===== src/rtl/div_pkg.sv =====
// Shared definitions for the sequential divide datapath: FSM states, counter sizing
// and a magnitude helper meant for reuse by other multiply/divide blocks.
package div_pkg;

    typedef enum logic [1:0] {
        IDLE,
        RUN,
        FINISH
    } div_state_t;

    localparam int DIV_WIDTH = 16;
    localparam int CNT_W     = $clog2(DIV_WIDTH);

    // Callers sign-extend into this width and truncate the result back to their own.
    localparam int ABS_MAX_W = 64;

    function automatic logic [ABS_MAX_W-1:0] abs_val(input logic [ABS_MAX_W-1:0] x);
        return x[ABS_MAX_W-1] ? -x : x;
    endfunction

endpackage


===== src/rtl/seq_divider_step.sv =====
// One restoring-division iteration: shift {partial remainder, dividend} left,
// trial-subtract the divisor, keep the difference only when it is non-negative.
module seq_divider_step
    import div_pkg::*;
#(
    parameter int WIDTH = 16
) (
    input  logic [WIDTH:0]   rem_in,
    input  logic [WIDTH-1:0] dvd_in,
    input  logic [WIDTH-1:0] dsr_in,
    output logic [WIDTH:0]   rem_out,
    output logic [WIDTH-1:0] dvd_out
);

    logic [WIDTH+1:0] shifted;
    logic [WIDTH+1:0] trial;
    logic             trial_neg;

    // One extra guard bit so the sign of the trial difference is never lost.
    assign shifted   = {rem_in, dvd_in[WIDTH-1]};
    assign trial     = shifted - {2'b00, dsr_in};
    assign trial_neg = trial[WIDTH+1];

    assign rem_out = trial_neg ? shifted[WIDTH:0] : trial[WIDTH:0];
    assign dvd_out = {dvd_in[WIDTH-2:0], ~trial_neg};

endmodule


===== src/rtl/seq_divider.sv =====
// Fixed-latency radix-2 restoring divider with start/done handshake, optional
// two's-complement operands (truncating toward zero) and a divide-by-zero flag.
module seq_divider
    import div_pkg::*;
#(
    parameter int WIDTH  = DIV_WIDTH,
    parameter bit SIGNED = 1'b0
) (
    input  logic             clk,
    input  logic             reset,
    input  logic             start,
    input  logic [WIDTH-1:0] dividend,
    input  logic [WIDTH-1:0] divisor,
    output logic             busy,
    output logic             done,
    output logic [WIDTH-1:0] quotient,
    output logic [WIDTH-1:0] remainder,
    output logic             div_by_zero
);

    localparam int CNT_BITS = $clog2(WIDTH);

    div_state_t          state_reg, state_next;
    logic [WIDTH:0]      rem_reg;
    logic [WIDTH-1:0]    dvd_reg;
    logic [WIDTH-1:0]    dsr_reg;
    logic [CNT_BITS-1:0] cnt_reg;
    logic                q_neg_reg, r_neg_reg;
    logic [WIDTH-1:0]    quotient_reg, remainder_reg;
    logic                dbz_reg, done_reg;

    logic [WIDTH-1:0]    dividend_mag, divisor_mag;
    logic                dividend_neg, divisor_neg;
    logic [WIDTH:0]      rem_step;
    logic [WIDTH-1:0]    dvd_step;

    generate
        if (SIGNED) begin : g_signed
            assign dividend_mag = WIDTH'(abs_val(ABS_MAX_W'($signed(dividend))));
            assign divisor_mag  = WIDTH'(abs_val(ABS_MAX_W'($signed(divisor))));
            assign dividend_neg = dividend[WIDTH-1];
            assign divisor_neg  = divisor[WIDTH-1];
        end else begin : g_unsigned
            assign dividend_mag = dividend;
            assign divisor_mag  = divisor;
            assign dividend_neg = 1'b0;
            assign divisor_neg  = 1'b0;
        end
    endgenerate

    seq_divider_step #(.WIDTH(WIDTH)) u_step (
        .rem_in  (rem_reg),
        .dvd_in  (dvd_reg),
        .dsr_in  (dsr_reg),
        .rem_out (rem_step),
        .dvd_out (dvd_step)
    );

    always_comb begin
        state_next = state_reg;
        case (state_reg)
            IDLE:    if (start && divisor != '0) state_next = RUN;
            RUN:     if (cnt_reg == '0) state_next = FINISH;
            FINISH:  state_next = IDLE;
            default: state_next = IDLE;
        endcase
    end

    always_ff @(posedge clk) begin
        if (reset) begin
            state_reg     <= IDLE;
            rem_reg       <= '0;
            dvd_reg       <= '0;
            dsr_reg       <= '0;
            cnt_reg       <= '0;
            q_neg_reg     <= 1'b0;
            r_neg_reg     <= 1'b0;
            quotient_reg  <= '0;
            remainder_reg <= '0;
            dbz_reg       <= 1'b0;
            done_reg      <= 1'b0;
        end else begin
            state_reg <= state_next;
            done_reg  <= 1'b0;
            case (state_reg)
                IDLE: begin
                    if (start) begin
                        if (divisor == '0) begin
                            // Zero divisor completes immediately without leaving IDLE.
                            quotient_reg  <= '1;
                            remainder_reg <= dividend;
                            dbz_reg       <= 1'b1;
                            done_reg      <= 1'b1;
                        end else begin
                            rem_reg   <= '0;
                            dvd_reg   <= dividend_mag;
                            dsr_reg   <= divisor_mag;
                            cnt_reg   <= CNT_BITS'(WIDTH - 1);
                            q_neg_reg <= dividend_neg ^ divisor_neg;
                            r_neg_reg <= dividend_neg;
                        end
                    end
                end
                RUN: begin
                    rem_reg <= rem_step;
                    dvd_reg <= dvd_step;
                    cnt_reg <= cnt_reg - CNT_BITS'(1);
                end
                FINISH: begin
                    // MIN / -1 wraps back to MIN here, which is the intended overflow result.
                    quotient_reg  <= q_neg_reg ? -dvd_reg : dvd_reg;
                    remainder_reg <= r_neg_reg ? -rem_reg[WIDTH-1:0] : rem_reg[WIDTH-1:0];
                    dbz_reg       <= 1'b0;
                    done_reg      <= 1'b1;
                end
                default: ;
            endcase
        end
    end

    assign busy        = (state_reg != IDLE);
    assign done        = done_reg;
    assign quotient    = quotient_reg;
    assign remainder   = remainder_reg;
    assign div_by_zero = dbz_reg;

endmodule


===== config.mk =====
export PLATFORM = sky130hd
export DESIGN_NAME = seq_divider
export DESIGN_NICKNAME = d
export VERILOG_FILES = /design/src/rtl/div_pkg.sv /design/src/rtl/seq_divider_step.sv /design/src/rtl/seq_divider.sv
export SDC_FILE = /design/constraint.sdc
export NUM_CORES = 1
export LEC_CHECK = 0
export BUFFER_PORTS_ARGS = -buffer_cell sky130_fd_sc_hd__buf_2
export CORE_MARGIN = 1
export CORE_UTILIZATION = 60
export CTS_CLUSTER_DIAMETER = 150
export CTS_CLUSTER_SIZE = 16
export DETAILED_ROUTE_END_ITERATION = 8
export PLACE_DENSITY = 0.93
export SETUP_SLACK_MARGIN = 0.4
export SYNTH_ARGS = -nofsm -noshare
export SYNTH_HDL_FRONTEND = slang
export SYNTH_SLANG_ARGS = --single-unit
export TNS_END_PERCENT = 100

===== constraint.sdc =====
create_clock -name clk -period 7.2 [get_ports clk]
set_input_delay 0 -clock clk [delete_from_list [all_inputs] [get_ports clk]]
set_output_delay 0 -clock clk [all_outputs]
set_load 0.1 [all_outputs]

Word level (Yosys, flattened, before mapping)
Cells that the tools add are included.
{"block": "op_classes", "addsub": 2, "n_eq_ne": 7, "mux": 25, "n_bitwise": 2, "n_reduce_logical": 12}
{"cell": "$mux W16", "count": 6}
{"cell": "$pmux W16 S2", "count": 3}
{"cell": "$mux W17", "count": 3}
{"cell": "$pmux W17 S2", "count": 1}
{"cell": "$sub A18 B16 Y18", "count": 1}
{"cell": "$logic_not A16 Y1", "count": 1}
{"cell": "$reduce_bool A16 Y1", "count": 1}
{"cell": "$ne A2 B2 Y1 const B", "count": 5}
{"cell": "$reduce_and A3 Y1", "count": 3}
{"cell": "$mux W4", "count": 2}
{"cell": "$pmux W4 S2", "count": 1}
{"cell": "$reduce_bool A2 Y1", "count": 3}
{"cell": "$logic_not A4 Y1", "count": 1}
{"cell": "$mux W1", "count": 4}
{"cell": "$mux W2", "count": 2}
{"cell": "$pmux W1 S2", "count": 2}
{"cell": "$pmux W2 S2", "count": 1}
{"cell": "$sub A4 B1 Y4 const B", "count": 1}
{"cell": "$eq A2 B1 Y1 const B", "count": 1}
{"cell": "$eq A2 B2 Y1 const B", "count": 1}
{"cell": "$logic_not A2 Y1", "count": 1}
{"cell": "$not A1 Y1", "count": 2}
{"cell": "$reduce_and A2 Y1", "count": 1}
{"cell": "$logic_and A1 B1 Y1", "count": 1}
{"block": "word_totals", "ff_bits": 89, "input_bits": 35, "output_inout_bits": 35, "word_cells": 57}

Longest topological paths before layout
{"block": "logic_depth", "word_depth": 4, "ltp_mapped": 11}

Cells and area by module
A second synthesis with hierarchy kept.
{"block": "unflattened", "hier_cells": 630, "area_unflattened_um2": 5048.6}
{"mod": "seq_divider", "instances": 1, "cells_per_inst": 439, "area_per_inst_um2": 3777.4}
{"mod": "seq_divider_step", "instances": 1, "cells_per_inst": 191, "area_per_inst_um2": 1271.2}

Worst setup path before layout
No wires, ideal clock.
{"block": "synth_timing", "path_kind": "reg-to-reg", "start": "register dsr_reg[14]", "end": "register rem_reg[10]", "setup_time_ns": 0.126, "arrival_time_ns": 2.266, "t_required_ns": 7.074, "path_slack_ns": 4.808, "path_stages_with_launch": 11, "n_path_buf": 1, "synth_period_minus_slack_ns": 2.392, "cell_sequence": "dfxtp_1 inv_1 ha_1 a21o_1 a211o_1 a41oi_1 nand3_2 xor2_4 buf_6 mux2i_1 o21ai_1"}
{"block": "synth_via", "elab_chain_cells": 3}
{"item": "start: declaration", "line_no": "seq_divider.sv:26", "rtl": "logic [WIDTH-1:0] dsr_reg;"}
{"item": "start signal: assignment", "line_no": "seq_divider.sv:97", "rtl": "dsr_reg <= divisor_mag;"}
{"item": "$sub A18 B16 Y18", "line_no": "seq_divider_step.sv:21", "rtl": "assign trial = shifted - {2'b00, dsr_in};"}
{"item": "$mux W17", "line_no": "seq_divider_step.sv:24", "rtl": "assign rem_out = trial_neg ? shifted[WIDTH:0] : trial[WIDTH:0];"}
{"item": "$pmux W17 S2", "line_no": "seq_divider.sv:85", "rtl": "case (state_reg)"}
{"item": "end signal: assignment", "line_no": "seq_divider.sv:105", "rtl": "rem_reg <= rem_step;"}
{"item": "end: declaration", "line_no": "seq_divider.sv:24", "rtl": "logic [WIDTH:0] rem_reg;"}
No other way between the ends.
A chain may end at the register's enable or synchronous reset.

Worst setup path in the final report
{"block": "layout_timing", "start": "input divisor[8]", "end": "register rem_reg[4]"}
{"block": "layout_via", "elab_chain_cells": 3}
{"item": "start: declaration", "line_no": "seq_divider.sv:13", "rtl": "input logic [WIDTH-1:0] divisor,"}
{"item": "$logic_not A16 Y1", "line_no": "seq_divider.sv:88", "rtl": "if (divisor == '0) begin"}
{"item": "$ne A2 B2 Y1 (no source line)"}
{"item": "$reduce_and A3 Y1 (no source line)"}
No other way between the ends.

==> impl_metrics.tcl <==
set metrics [dict create \
    busiest_layer "met2" \
    cts-root-buf "clkbuf_8" \
    hp-start "start" \
    fin_tns_setup_ns 0 \
    cts_buffers 9 \
    worstHoldPathCells 5 \
    comb_power_share 0.556 \
    critPathMaxStageDelay_ns 1.02 \
    crit_family "simple AND/OR/NAND/NOR gates" \
    crit_path_end_kind "flop" \
    crit_arrival_ns 3.29 \
    ant_nets 0 \
    period_needed_ns 3.01 \
    hold_viol_final 0 \
    wl_per_cell_um 17.6 \
    ys.flop_type "dfxtp_1" \
    maxSlewViolCount 0 \
    worstSkewPairLatency_ns 0.38 \
    synth-edff-count 0 \
    first_global_vias 4156 \
    cts.clk_slew.worst_paths_ns 0.09 \
    hold_end "dsr_reg[3]" \
    dieArea_um2 7690 \
    final_cell_mix "dfxtp_1 (89), buf_2 (69), nor2_1 (60), nand2_1 (60)" \
    critPathLaunch "divisor[8]" \
    placed_cells 662 \
    tightest_slew_ns 1.24 \
    drcViolationCount 0 \
    max_slew_margin 0.175 \
    cp_slowest_cell "nor2b_1" \
    ys_seq_area_frac 0.405 \
    r2r.worst_path.cells 8 \
    status "finished, final reports clean" \
    cts_buffer_depth 2 \
    die-height_um 87.7 \
    crit_required_ns 7.48 \
    worstSetupPathType "input port to flop" \
    nNetsFinal 662 \
    instances_no_fill 710 \
    worst_slack_ns 4.19 \
    cts_sinks 89 \
    design_area_um2 5300 \
    synthesis.area_um2 4400 \
    vias 4448 \
    dr.pass1.iters 8 \
    yosysWarningCount 0 \
    p_int_uw 1230 \
    start_util 0.634 \
    totalWireLength_um 12500 \
    preCtsSetupSlack_ns 4.38 \
    power.density_nw_per_um2 423 \
    ff2ff_setup_slack_ns 4.29 \
    switching_share 0.450 \
    setup_violations 0 \
    synthCells 526 \
    post_cts_buffers 0 \
    syn_area_per_cell_um2 8.37 \
    skew_ns 0.0141 \
    crit_buf_inv 2 \
    critPathLaunchType "input port" \
    area_delta_synth_final_pct 20.3 \
    core_um2 6940 \
    irDropWorstVdd_v 0.000329 \
    pin_count 70 \
    grt_first_pass_wirelength_um 20100 \
    max_freq_mhz 332 \
    use_met1 0.417 \
    viasPerCell 6.26 \
    drive_above_1_share 0.163 \
    ys_ff_latch 89 \
    power.sequential.fraction 0.278 \
    antenna_found_initial 0 \
    n_antenna_cell 0 \
    largest_reg_flops 17 \
    port_buffers 69 \
    placed_cell_area_um2 4770 \
    path_max_fanout 21 \
    reg2reg_to "rem_reg[4]" \
    tritoncts "done" \
    max_cap_violations 0 \
    ys_types 51 \
    use_met2 0.587 \
    grt_max_degree 75 \
    syn_nets 579 \
    grt_usage 0.342 \
    num_rows 30 \
    hpwl_um 7850 \
    clkPwrFrac 0.165 \
    cp_cell_sequence "dlygate4sd3_1, buf_2, nor4_1, nand4_1, a21oi_1, or2_2, nor2b_1, nand2_1, o21ai_0" \
    gp_congestion 0.901 \
    p_leak_uw 0.00222 \
    final_common_cell "dfxtp_1" \
    r2r-start "rem_reg[9]" \
    power.switching_uw 1010 \
    timing.final.crit_share 0.418 \
    drtIter0Drc 663 \
    grt_use_met3 0.0509 \
    rsz0062_at_grt "no" \
    fp.dieW_um 87.7 \
    hold_class "input port to flop" \
    cts_max_level 3 \
    synthArstFlopShare 0 \
    grt_overflow 0 \
]
## area by class of cell
| type | instances | area [µm²] |
|---|---|---|
| multi-input cells | 379 | 2390 |
| flip-flops and latches | 89 | 1780 |
| fillers | 450 | 1650 |
| repair buffers | 107 | 711 |
| clock buffers | 9 | 124 |
| well taps | 96 | 120 |
| inverters | 23 | 86.3 |
| clock inverters | 7 | 83.8 |
## synth_stat cells (3+ instances only)
cell type	count	area (µm²)
nor3_1	36	180
nand4_1	4	25.0
a211oi_1	18	135
nor2_1	60	225
nand2_1	60	225
xnor2_1	11	96.3
dfxtp_1	89	1780
o211ai_1	7	52.6
or3_1	4	25.0
o21ai_1	5	25.0
ha_1	17	213
inv_1	23	86.3
or2_2	3	18.8
o21ai_0	16	80.1
a222oi_1	16	160
nand2b_1	6	37.5
a31oi_1	3	18.8
a21oi_1	35	175
nor4_1	7	43.8
mux2i_1	29	290
clkbuf_1	27	101
nor2b_1	5	31.3
buf_1	3	11.3
## power groups by stage
stage          Clock (µW)  Combinational, µW  Sequential [µW]
3_5_place_dp            0               1180              629
5_1_grt               392               1350              628
2_1_floorplan           0                977              641
6_report              371               1250              624
3_3_place_gp            0               1150              627
4_1_cts               364               1210              618
## worst max-delay path by stage
stage / endpoint / slack (ns) / cells after the start
2_1_floorplan: rem_reg[10] / 4.81 / 10
3_3_place_gp: rem_reg[2] / 4.49 / 8
3_5_place_dp: rem_reg[2] / 4.38 / 8
4_1_cts: rem_reg[10] / 4.29 / 9
5_1_grt: rem_reg[4] / 3.94 / 9
6_report: rem_reg[4] / 4.19 / 9
## worst reg2reg max path: stages (launching register included)
cell	delay [ns]
dfxtp_1	0.46
ha_1	0.38
a21oi_1	0.26
o21ai_0	0.16
a41oi_1	0.32
nand3_2	0.18
xor2_4	0.63
mux2i_1	0.27
o21ai_0	0.10
## cell families after synthesis
logic type                 synth area share
xor gates and xnor gates             0.0321
AOI/OAI and AO/OA                     0.184
and+or+nand+nor                       0.205
DFF                                   0.405
muxes                                0.0685
buffers and inverters                0.0534
adders and majority gates            0.0528
## per-stage QoR
step / hold WS [ns] / util / power (µW)
floorplan: 0.136 / - / 1620
global route: 0.284 / 0.763 / 2370
global placement: 0.251 / 0.687 / 1770
finish: 0.218 / 0.763 / 2240
CTS: 0.222 / 0.763 / 2190
detailed placement: 0.260 / 0.687 / 1810
## per-layer routing
| metal | vias to the layer above | share of wire |
|---|---|---|
| li1 | 2054 | - |
| met1 | 2080 | 0.39 |
| met2 | 256 | 0.50 |
| met3 | 58 | 0.070 |
| met4 | 0 | 0.039 |
| met5 | - | 0 |
## timing repair
action                                  in CTS  in global routing
hold buffers                                32                  0
hold endpoints to repair                    35                  0
endpoints found under the setup margin       0                  0
gates resized for setup                      0                  0
Power figures use the tool's default switching activity.
